<file path="src/rtl/kbd_line_ctrl.sv">
`default_nettype none
// ============================================================================
// Module   : kbd_line_ctrl
// Brief    : Key-event detect, line buffer with backspace, valid/ready drain.
// Revision : 1.0
// ============================================================================
module kbd_line_ctrl #(
    parameter int DEPTH = 16,
    parameter int LEN_W = 5
) (
    input  logic             clk,
    input  logic             rst_n,
    input  logic [15:0]      key_in,
    output logic             out_valid,
    input  logic             out_ready,
    output logic [7:0]       out_char,
    output logic             out_last,
    output logic [LEN_W-1:0] line_len,
    output logic             busy,
    output logic             overflow
);

    localparam int ADDR_W = (DEPTH > 1) ? $clog2(DEPTH) : 1;
    localparam logic [LEN_W-1:0] c_len_max = LEN_W'(DEPTH);
    localparam logic [LEN_W-1:0] c_len_one = LEN_W'(1);
    localparam logic [LEN_W-1:0] c_len_zero = '0;

    typedef enum logic [0:0] {
        S_EDIT  = 1'b0,
        S_DRAIN = 1'b1
    } state_t;

    state_t           r_state;
    state_t           w_state_nxt;
    logic [15:0]      r_key;
    logic             r_flag;
    logic [LEN_W-1:0] r_len;
    logic [LEN_W-1:0] r_rd_ptr;
    logic             r_ovf;
    logic [7:0]       r_buf [DEPTH];

    logic [LEN_W-1:0] w_len_nxt;
    logic [LEN_W-1:0] w_rd_nxt;
    logic             w_ovf_nxt;
    logic             w_wr_en;
    logic             w_evt;
    logic [7:0]       w_code;
    logic             w_printable;
    logic             w_last;

    // One event per rising edge of the registered valid flag.
    assign w_evt       = r_key[15] & ~r_flag;
    assign w_code      = r_key[7:0];
    assign w_printable = (w_code >= 8'h20) && (w_code <= 8'h7E);
    assign w_last      = (r_rd_ptr == (r_len - c_len_one));

    always_ff @(posedge clk or negedge rst_n) begin
        if (!rst_n) begin
            r_state <= S_EDIT;
        end else begin
            r_state <= w_state_nxt;
        end
    end

    always_comb begin
        w_state_nxt = r_state;
        w_len_nxt   = r_len;
        w_rd_nxt    = r_rd_ptr;
        w_ovf_nxt   = r_ovf;
        w_wr_en     = 1'b0;
        out_valid   = 1'b0;
        busy        = 1'b0;
        out_char    = 8'h00;
        out_last    = 1'b0;

        case (r_state)
            S_EDIT: begin
                if (w_evt) begin
                    if (w_printable) begin
                        if (r_len < c_len_max) begin
                            w_wr_en   = 1'b1;
                            w_len_nxt = r_len + c_len_one;
                        end else begin
                            w_ovf_nxt = 1'b1;
                        end
                    end else if (w_code == 8'h08) begin
                        if (r_len != c_len_zero) begin
                            w_len_nxt = r_len - c_len_one;
                        end
                    end else if (w_code == 8'h0D) begin
                        if (r_len != c_len_zero) begin
                            w_rd_nxt    = c_len_zero;
                            w_state_nxt = S_DRAIN;
                        end else begin
                            w_ovf_nxt = 1'b0;
                        end
                    end
                end
            end

            S_DRAIN: begin
                out_valid = 1'b1;
                busy      = 1'b1;
                out_char  = r_buf[r_rd_ptr[ADDR_W-1:0]];
                out_last  = w_last;
                if (w_evt) begin
                    w_ovf_nxt = 1'b1;
                end
                // End-of-line clear is assigned last so it overrides a same-edge drop.
                if (out_ready) begin
                    if (w_last) begin
                        w_state_nxt = S_EDIT;
                        w_len_nxt   = c_len_zero;
                        w_ovf_nxt   = 1'b0;
                    end else begin
                        w_rd_nxt = r_rd_ptr + c_len_one;
                    end
                end
            end

            default: begin
                w_state_nxt = S_EDIT;
            end
        endcase
    end

    always_ff @(posedge clk or negedge rst_n) begin
        if (!rst_n) begin
            r_key    <= 16'h0000;
            r_flag   <= 1'b0;
            r_len    <= c_len_zero;
            r_rd_ptr <= c_len_zero;
            r_ovf    <= 1'b0;
        end else begin
            r_key    <= key_in;
            r_flag   <= r_key[15];
            r_len    <= w_len_nxt;
            r_rd_ptr <= w_rd_nxt;
            r_ovf    <= w_ovf_nxt;
        end
    end

    always_ff @(posedge clk) begin
        if (w_wr_en) begin
            r_buf[r_len[ADDR_W-1:0]] <= w_code;
        end
    end

    assign line_len = r_len;
    assign overflow = r_ovf;

endmodule
`default_nettype wire
</file>
<file path="config.mk">
export PLATFORM = sky130hd
export DESIGN_NAME = kbd_line_ctrl
export DESIGN_NICKNAME = d
export VERILOG_FILES = /design/src/rtl/kbd_line_ctrl.sv
export SDC_FILE = /design/constraint.sdc
export NUM_CORES = 1
export LEC_CHECK = 0
export BUFFER_PORTS_ARGS = -buffer_cell sky130_fd_sc_hd__buf_2
export CAP_MARGIN = 20
export CORE_MARGIN = 3
export CORE_UTILIZATION = 40
export DETAILED_ROUTE_END_ITERATION = 16
export PLACE_DENSITY = 0.6
export REMOVE_ABC_BUFFERS = 1
export SETUP_SLACK_MARGIN = 0.5
export SYNTH_ARGS = -nofsm -noshare
export SYNTH_HDL_FRONTEND = slang
export SYNTH_SLANG_ARGS = --single-unit
</file>
<file path="constraint.sdc">
create_clock -name clk -period 6.3 [get_ports clk]
set_clock_uncertainty 0.1 [all_clocks]
set_input_delay 0 -clock clk [delete_from_list [all_inputs] [get_ports clk]]
set_output_delay 0 -clock clk [all_outputs]
set_load 0.02 [all_outputs]
</file>
# After elaboration in Yosys (flattened, before gate mapping)
# Memory sizes are Yosys's and may differ from the RTL's.
# Cells that the tools add are included.
# totals
register_bits	29
mem_bits_rw	128
input_bits	19
output_inout_bits	17
elab_cells	82
memories	1
# memory_table
memory	words	word_bits	read_ports	rd_clocked_by_memory_dff	wr	line_no	text
r_buf	16	8	1	0	1	40	logic [7:0] r_buf [DEPTH];
# classes
n_addsub	3
order_cmp	3
eq_ne	18
mux	43
bitwise	3
reduce_logical	5
# ops
op	n
5-bit 2-to-1 mux	14
1-bit 2-to-1 mux	24
3-bit inequality test, second input constant	7
5-bit one-hot mux with 2 select lines	2
8-bit by 4-bit equality test with 1-bit output, second input constant	2
2-bit inequality test, second input constant	7
5-bit by 1-bit adder with 5-bit output, second input constant	2
8-bit by 6-bit >= comparator with 1-bit output, second input constant	1
8-bit by 7-bit <= comparator with 1-bit output, second input constant	1
8-bit 2-to-1 mux	1
7-bit AND reduction	1
6-bit AND reduction	1
5-bit equality test	1
5-bit < comparator, second input constant	1
5-bit AND reduction	1
5-bit nonzero test	1
5-bit by 1-bit subtractor with 5-bit output, second input constant	1
1-bit one-hot mux with 2 select lines	2
2-bit by 1-bit inequality test with 1-bit output, second input constant	1
1-bit NOT	2
1-bit bitwise AND	1
1-bit logical AND	1

# Depth between registers and ports, before layout
# Gate-level depths: netlist of the first run.
# depth
ltp_word	7
mapped_depth	9
mapped_depth_nobuf	7

# Worst setup path before layout of the first run
# OpenSTA, ideal clock, no wires.
# synth_path
path_kind	flip-flop to flip-flop
startpoint	register r_key[7]
endpoint	memory r_buf[10][0] (enable)
setup_ns	0.385
t_arrival_ns	2.569
required_ns	5.815
slack_ns	3.246
stages_incl_launch_ff	6
path_buffers	0
period_less_slack_ns	3.054
path_cell_list	dfrtp_1 or4b_4 or3_2 nor2_1 nand2_1 nor3b_1
# synth_via
elab_chain_len	7
word_cells_on_any_way	8
classes_between	2 x order compare; 5 x mux; 1 x reduce/logical
# synth_rtl
item	line_no	text
start, declared	35	logic [15:0] r_key;
start signal, assigned	135	r_key <= key_in;
8-bit by 6-bit >= comparator with 1-bit output / 8-bit by 7-bit <= comparator with 1-bit output (equally long branches)	54	assign w_printable = (w_code >= 8'h20) && (w_code <= 8'h7E);
1-bit logical AND (*)	54	
1-bit 2-to-1 mux (*)	79	if (w_printable) begin
1-bit 2-to-1 mux (*)	78	if (w_evt) begin
1-bit 2-to-1 mux (*)	76	case (r_state)
1-bit 2-to-1 mux (*)	144	if (w_wr_en) begin
1-bit 2-to-1 mux (implied by the code) (*)	145	r_buf[r_len[ADDR_W-1:0]] <= w_code;
end, declared	40	
# Mark *: on every way between the ends. The rest lies on a longest branch, timed or not.

# Worst setup path after layout of the first run
# layout_path
startpoint	register r_state
endpoint	memory r_buf[8][0] (enable)
# layout_via
elab_chain_len	3
# layout_rtl
item	line_no	text
start, declared	33	state_t r_state;
start signal, assigned	61	r_state <= w_state_nxt;
1-bit 2-to-1 mux	76	
1-bit 2-to-1 mux	144	
1-bit 2-to-1 mux (implied by the code)	145	
# Every way passes these cells.

==> out/metrics.yaml, run 1 <==
status:
  status: "finished clean"
sta:
  final.setup.tns_ns: 0
  setup_slack_ns: 2.90
  worst_pin_slew_ns: 0.900
  period_minus_slack_ns: 3.40
  grt_setup_unrepaired: "false"
  slew_headroom_pct: 39.8
  drv_slew: 0
  finalSetupViolCount: 0
  hold_violations: 0
  finalCritPeriodShare_pct: 53.9
  fmax_mhz: 294
floorplanning:
  die_w_microns: 131
  initial_core_util_pct: 41.8
  pin_count: 36
  die-area_sq_mm: 0.0171
  core_sq_mm: 0.0149
  num_rows: 44
  die_h_microns: 131
worst_setup_path:
  path_buf_inv: 0
  cp-start-kind: "register"
  crit_path_end_kind: "register"
  path_delay_family: "simple AND/OR/NAND/NOR gates"
  max_stage_delay_ns: 0.74
  crit_cells: 5
  reg2reg_to: "r_buf[8][0]"
  cp_cell_sequence: "or4b_4 -> or3_2 -> nor2_1 -> nand2_1 -> nor2_1"
  critPathRequiredTime_ns: 6.24
  slowest_stage: "nor2_1"
  path_max_fanout: 16
  critPathKind: "reg2reg"
  worstPathArrival_ns: 3.34
  ff2ff_path_depth: 5
  reg2reg_slack_ns: 2.90
  timing.rr.start: "r_state"
  crit_top_cell: "nor2_1"
cts:
  cts.sinks: 150
  cts_tree: "built"
  clock_path_buffers: 2
  cts_buffers: 17
  cts-root-buf: "clkbuf_16"
  clkTransAtPathRegs_ns: 0.06
  cts_setup_buffers: 0
  clk_latency_ns: 0.41
  h-tree-depth: 4
layout:
  drive_gt1_share_pct: 29.5
  n_antenna_cell: 0
  area_growth_pct: 18.2
  fin_util_pct: 49.4
  fin_nets: 404
power_and_ir_drop:
  clockPowerShare_pct: 34.1
  sw_frac_of_total_pct: 29.7
  leakage_uw: 0.00251
  p_comb_share_pct: 26.6
  powerDensity_mw_per_mm2: 428
  internal_power_uw: 2210
  vdd_drop_max_mv: 0.177
  p_sw_uw: 932
  p_seq_share_pct: 39.3
  p_total_uw: 3140
grt:
  grtUsageTotal_pct: 16.0
  grt_pass1_wl_mm: 19.7
  grt-ovfl-total: 0
  grt_start_max_net_pins: 38
  grt_pass1_vias: 3233
  antenna_found_initial: 0
synthesis:
  syn-mean-instance-area_sq_um: 18.6
  synth_area_leaders: "edfxtp_1 (62%), mux4_2 (15%), dfrtp_1 (8.9%), and2_1 (1.7%), mux2i_1 (1.1%)"
  netlist_instances: 333
  yosys_warnings: 0
  synth_cell_types: 46
  synth_edf_count: 128
  yosys.area.top_type_share_pct: 61.9
  yosys_register_bits: 150
  synth_top_area_cell: "edfxtp_1"
  ys.flop_type: "edfxtp_1"
  yosysSeqAreaShare_pct: 70.8
  syn-cell-area_sq_mm: 0.00621
  synthArstFlopShare_pct: 14.7
hold_path:
  hp-start: "key_in[5]"
  hold_class: "in2reg"
  whs_path_depth: 2
  holdPathEnd: "r_key[5]"
flow_run:
  cap_violations: 0
route:
  wirelength_mm: 12.5
  dr.pass1.iters: 4
  drt_iter0_drc: 313
  viasPerCell: 5.57
  ant_nets: 0
  vias: 3215
  drc: 0
  wire_per_inst_microns: 21.7
placement:
  dp_slack_ns: 2.86
  port_buffers: 28
  dp_hpwl_mm: 7.62
  place_congestion: 0.808
-- cell usage in the layout, fill, tap and decap left out, drive strengths merged, types with 2 or more instances in the layout --
cell,count
nand3,7
o21ai,8
dlygate4sd3,13
and4,4
nand2,10
nor3b,3
buf,33
edfxtp,128
inv,11
or3,3
nand2b,2
mux4,40
clkbuf,25
nor2,10
xnor2,5
ha,5
nand4,5
dfrtp,22
and2,18
mux2i,7
or4b,2
xor2,2
nor3,8
clkinv,2
-- metrics by stage --
step	hold WS (ns)	std cells	cell area (sq um)
floorplan	-0.396	315	6130
global placement	-0.101	532	6550
detailed placement	-0.0912	532	6550
CTS	0.0972	577	7340
global route	0.113	577	7340
finish	0.122	577	7340
-- routing by layer --
| metal | vias to the layer above | track usage [%] | wire length (microns) |
|---|---|---|---|
| met1 | 1677 | 23.5 | 5900 |
| met2 | 81 | 23.4 | 5770 |
| met3 | 21 | 3.82 | 571 |
| met5 | - | 0 | 0 |
| met4 | 0 | 6.35 | 298 |
| li1 | 1436 | - | - |
-- cell families (layout without fill, tap and decap cells) --
kind of cell / Yosys count / after routing / synth area share [%]
muxes: 47 / 47 / 15.6
and+or+nand+nor: 77 / 77 / 7.42
xor gates and xnor gates: 7 / 7 / 0.987
buffers and inverters: 25 / 85 / 1.65
AOI/OAI and AO/OA: 22 / 22 / 2.54
adders and majority gates: 5 / 5 / 1.01
DFF: 150 / 150 / 70.8
-- sequential cells by signal, summed over array words and instances, names as in the netlist --
register,count
r_flag,1
r_buf,128
line_len,5
r_key,9
overflow,1
r_rd_ptr,5
r_state,1
-- worst max path at each step --
| stage | from | endpoint | slack, ns |
|---|---|---|---|
| CTS | r_state | r_buf[0][3] | 2.85 |
| detailed placement | r_state | r_buf[8][3] | 2.86 |
| finish | r_state | r_buf[8][0] | 2.90 |
| global placement | r_state | r_buf[0][2] | 2.85 |
| global route | r_state | r_buf[8][0] | 2.67 |
| floorplan | r_state | r_buf[10][0] | 3.10 |
-- power groups by stage --
| stage | combinational [uW] | sequential (uW) | clock, uW |
|---|---|---|---|
| 6_report | 835 | 1240 | 1070 |
| 5_1_grt | 909 | 1250 | 1130 |
| 4_1_cts | 847 | 1240 | 1090 |
| 3_5_place_dp | 839 | 1260 | 0 |
| 3_3_place_gp | 835 | 1260 | 0 |
| 2_1_floorplan | 526 | 1320 | 0 |
-- synthesized netlist by cell type, types with 2 or more instances --
cell        n
dfrtp_1    22
and2_1     17
xnor2_1     5
nor2_1     10
edfxtp_1  128
nand2_1    10
nand3_1     7
nor3_1      7
mux2i_1     7
or3_2       2
clkbuf_1   12
nand2b_1    2
inv_1       7
o21ai_0     8
nor3b_1     3
nand4_1     5
mux4_2     40
xor2_1      2
buf_2       4
and4_1      4
or4b_4      2
ha_1        5
-- repair_timing --
action / in CTS / in global routing
hold buffers: 13 / 0
resized for setup: 0 / 0
hold endpoints to repair: 37 / 0
-- area by class of cell --
cell class,instances,area [sq um]
clock inverter,7,60.1
inverter,7,26.3
tap,184,230
timing repair buffer,46,308
clock buffer,25,603
multi-input combinational,158,1720
sequential,150,4400
fill,1205,7520
-- worst reg2reg max path: stages (launching register included) --
cell,delay (ns)
dfrtp_1,0.61
or4b_4,0.62
or3_2,0.45
nor2_1,0.32
nand2_1,0.19
nor2_1,0.74
No activity file was read; power rests on OpenSTA's default activity.
==> run 2: changes to the inputs <==
- ABC_AREA: not set -> 1
- PLACE_DENSITY: 0.6 -> 0.62
- clock period: 6.3 -> 2.9 ns (I/O delays scaled with it)
==> out/metrics.yaml, run 2 <==
synthesis:
  yosys_warnings: 0
  synthArstFlopShare_pct: 14.7
  synth_cell_types: 33
  ys.flop_type: "edfxtp_1"
  yosys.area.top_type_share_pct: 58.7
  syn-mean-instance-area_sq_um: 11.5
  synth_area_leaders: "edfxtp_1 (59%), dfrtp_1 (8.4%), nor2_1 (6.9%), nand2_1 (4.5%), o21ai_0 (3.6%)"
  yosys_register_bits: 150
  yosysSeqAreaShare_pct: 67.2
  synth_top_area_cell: "edfxtp_1"
  synth_edf_count: 128
  synthMostInstantiatedCell: "edfxtp_1"
  netlist_instances: 571
  syn-cell-area_sq_mm: 0.00654
  synth_common_cells: "edfxtp_1 (128), nor2_1 (121), nand2_1 (78)"
layout:
  layout.cells.most_common_list: "edfxtp_1 (128), nor2_1 (119), nand2_1 (78)"
  drive_gt1_share_pct: 19.1
  final_common_cell: "edfxtp_1"
  largest_reg_flops: 128
  fin_nets: 655
  fin_area_sq_mm: 0.00786
  fin_util_pct: 49.3
  n_antenna_cell: 0
  area_growth_pct: 20.2
  nFillCells: 1401
sta:
  finalCritPeriodShare_pct: 80.3
  slew_headroom_pct: 62.4
  fmax_mhz: 429
  period_minus_slack_ns: 2.33
  hold_violations: 0
  finalSetupViolCount: 0
  final.setup.tns_ns: 0
  drv_slew: 0
  grt_setup_unrepaired: "false"
  worst_pin_slew_ns: 0.564
floorplanning:
  core_sq_mm: 0.0159
  die_w_microns: 134
  die_h_microns: 134
  initial_core_util_pct: 41.0
  num_rows: 46
  pin_count: 36
  die-area_sq_mm: 0.0179
flow_run:
  cap_violations: 0
power_and_ir_drop:
  powerDensity_mw_per_mm2: 787
  leakage_uw: 0.00288
  vdd_drop_max_mv: 0.455
placement:
  placed_area_sq_mm: 0.00699
  dp_hpwl_mm: 8.98
  place_congestion: 0.818
  port_buffers: 28
cts:
  cts_buffers: 17
  cts.sinks: 150
  cts-root-buf: "clkbuf_16"
  clock_path_buffers: 2
  cts_tree: "built"
  h-tree-depth: 4
  clkTransAtPathRegs_ns: 0.06
  clk_latency_ns: 0.42
route:
  wirelength_mm: 14.8
  dr.pass1.iters: 5
  ant_nets: 0
  drt_iter0_drc: 382
  vias: 4435
  wire_per_inst_microns: 17.2
  viasPerCell: 5.16
  drc: 0
worst_setup_path:
  cp-startpoint: "r_rd_ptr[0]"
  critPathKind: "reg2out"
  path_max_fanout: 18
  cp_cell_sequence: "inv_8 -> buf_6 -> o21ai_0 -> o21ai_0 -> o211ai_1 -> a31oi_1 -> buf_2"
  worstPathArrival_ns: 2.23
  cp-start-kind: "register"
  max_stage_delay_ns: 0.49
  crit_top_cell: "o21ai_0"
  critPathRequiredTime_ns: 2.80
  slowest_stage: "dfrtp_2"
  timing.rr.start: "r_key[7]"
  crit_path_end_kind: "output port"
grt:
  antenna_found_initial: 0
  grtUsageTotal_pct: 16.7
  grt_start_max_net_pins: 70
  grt-ovfl-total: 0
  grt_pass1_wl_mm: 22.8
  grt_pass1_vias: 4263
hold_path:
  hp-start: "key_in[3]"
  hold_class: "in2reg"
status:
  status: "finished clean"
run 2: cell types whose count changed in the layout (fill, tap and decap cells not counted), sizes merged, moves of 8 or more:
cell | previous run | this run
a31oi | 0 | 8
and2 | 18 | 0
buf | 33 | 58
inv | 11 | 24
mux4 | 40 | 0
nand2 | 10 | 82
nand3 | 7 | 28
nor2 | 10 | 127
o211ai | 1 | 16
o21ai | 8 | 55
o32ai | 0 | 8
run 2: routing by layer:
layer  share of wire, %  vias up  track usage [%]  routed length [microns]
li1                   -     2135                -                        -
met1                 44     2160             22.1                     6470
met2                 50      115             26.9                     7380
met3                4.7       25             4.09                      700
met4                1.6        0             6.06                      244
met5                  0        -                0                        0
run 2: report_power, final:
group	leakage, uW	internal, uW	total [uW]	switching, uW
sequential	0.00141	2380	2500	115
combinational	0.00118	568	1550	977
clock	0.000298	1340	2150	805
run 2: kinds of logic (layout without fill, tap and decap cells):
family | after synthesis | after routing | synth area share, %
multiplexers | 8 | 8 | 1.22
AO/OA/AOI/OAI | 97 | 97 | 8.87
adder cells (fa/ha/maj) | 5 | 5 | 0.956
flip-flops | 150 | 150 | 67.2
AND/OR/NAND/NOR | 249 | 249 | 16.6
buffers and inverters | 53 | 126 | 3.90
XOR/XNOR | 9 | 9 | 1.32
run 2: final timing paths:
path / cells past startpoint / slack (ns) / endpoint
worst max register to register: 6 / 0.72 / r_buf[7][4]
worst min register to register: 0 / 0.29 / r_flag
worst max-delay path: 7 / 0.57 / out_char[6]
max in group asynchronous: 4 / 1.68 / r_key[1]
min in group asynchronous: 3 / 0.52 / r_rd_ptr[3]
worst min-delay path: 2 / 0.11 / r_key[3]
run 2: layout make-up:
class                   count  area [sq um]  area share [%]
flip-flops and latches    150          4410            56.0
multi-input cells         368          1920            24.4
repair buffers             71           574            7.30
clock buffers              27           568            7.22
well taps                 216           270            3.44
inverters                  23          93.8            1.19
clock inverters             5          30.0           0.382
run 2: repair_timing:
action | in CTS | in global routing
endpoints found under the setup margin | 32 | 139
pin swaps | 0 | 1
resized for setup | 5 | 15
buffers inserted | 1 | 2
hold buffers | 12 | 0
endpoints found under the hold margin | 33 | 0
cloned | 0 | 1
run 2: per-stage QoR:
step	power [uW]	setup slack (ns)	hold WS, ns	cells
3_5_place_dp	3910	0.468	-0.108	811
6_report	6190	0.570	0.115	860
2_1_floorplan	3390	0.0971	-0.396	541
5_1_grt	6470	0.486	0.103	860
3_3_place_gp	3890	0.536	-0.115	811
4_1_cts	6130	0.524	0.0958	856
run 2: critical path: cells and delay by family (launching register included):
family / cells / cell delay, ns
compound gates: 4 / 0.83
flops: 1 / 0.49
buf+inv: 3 / 0.48
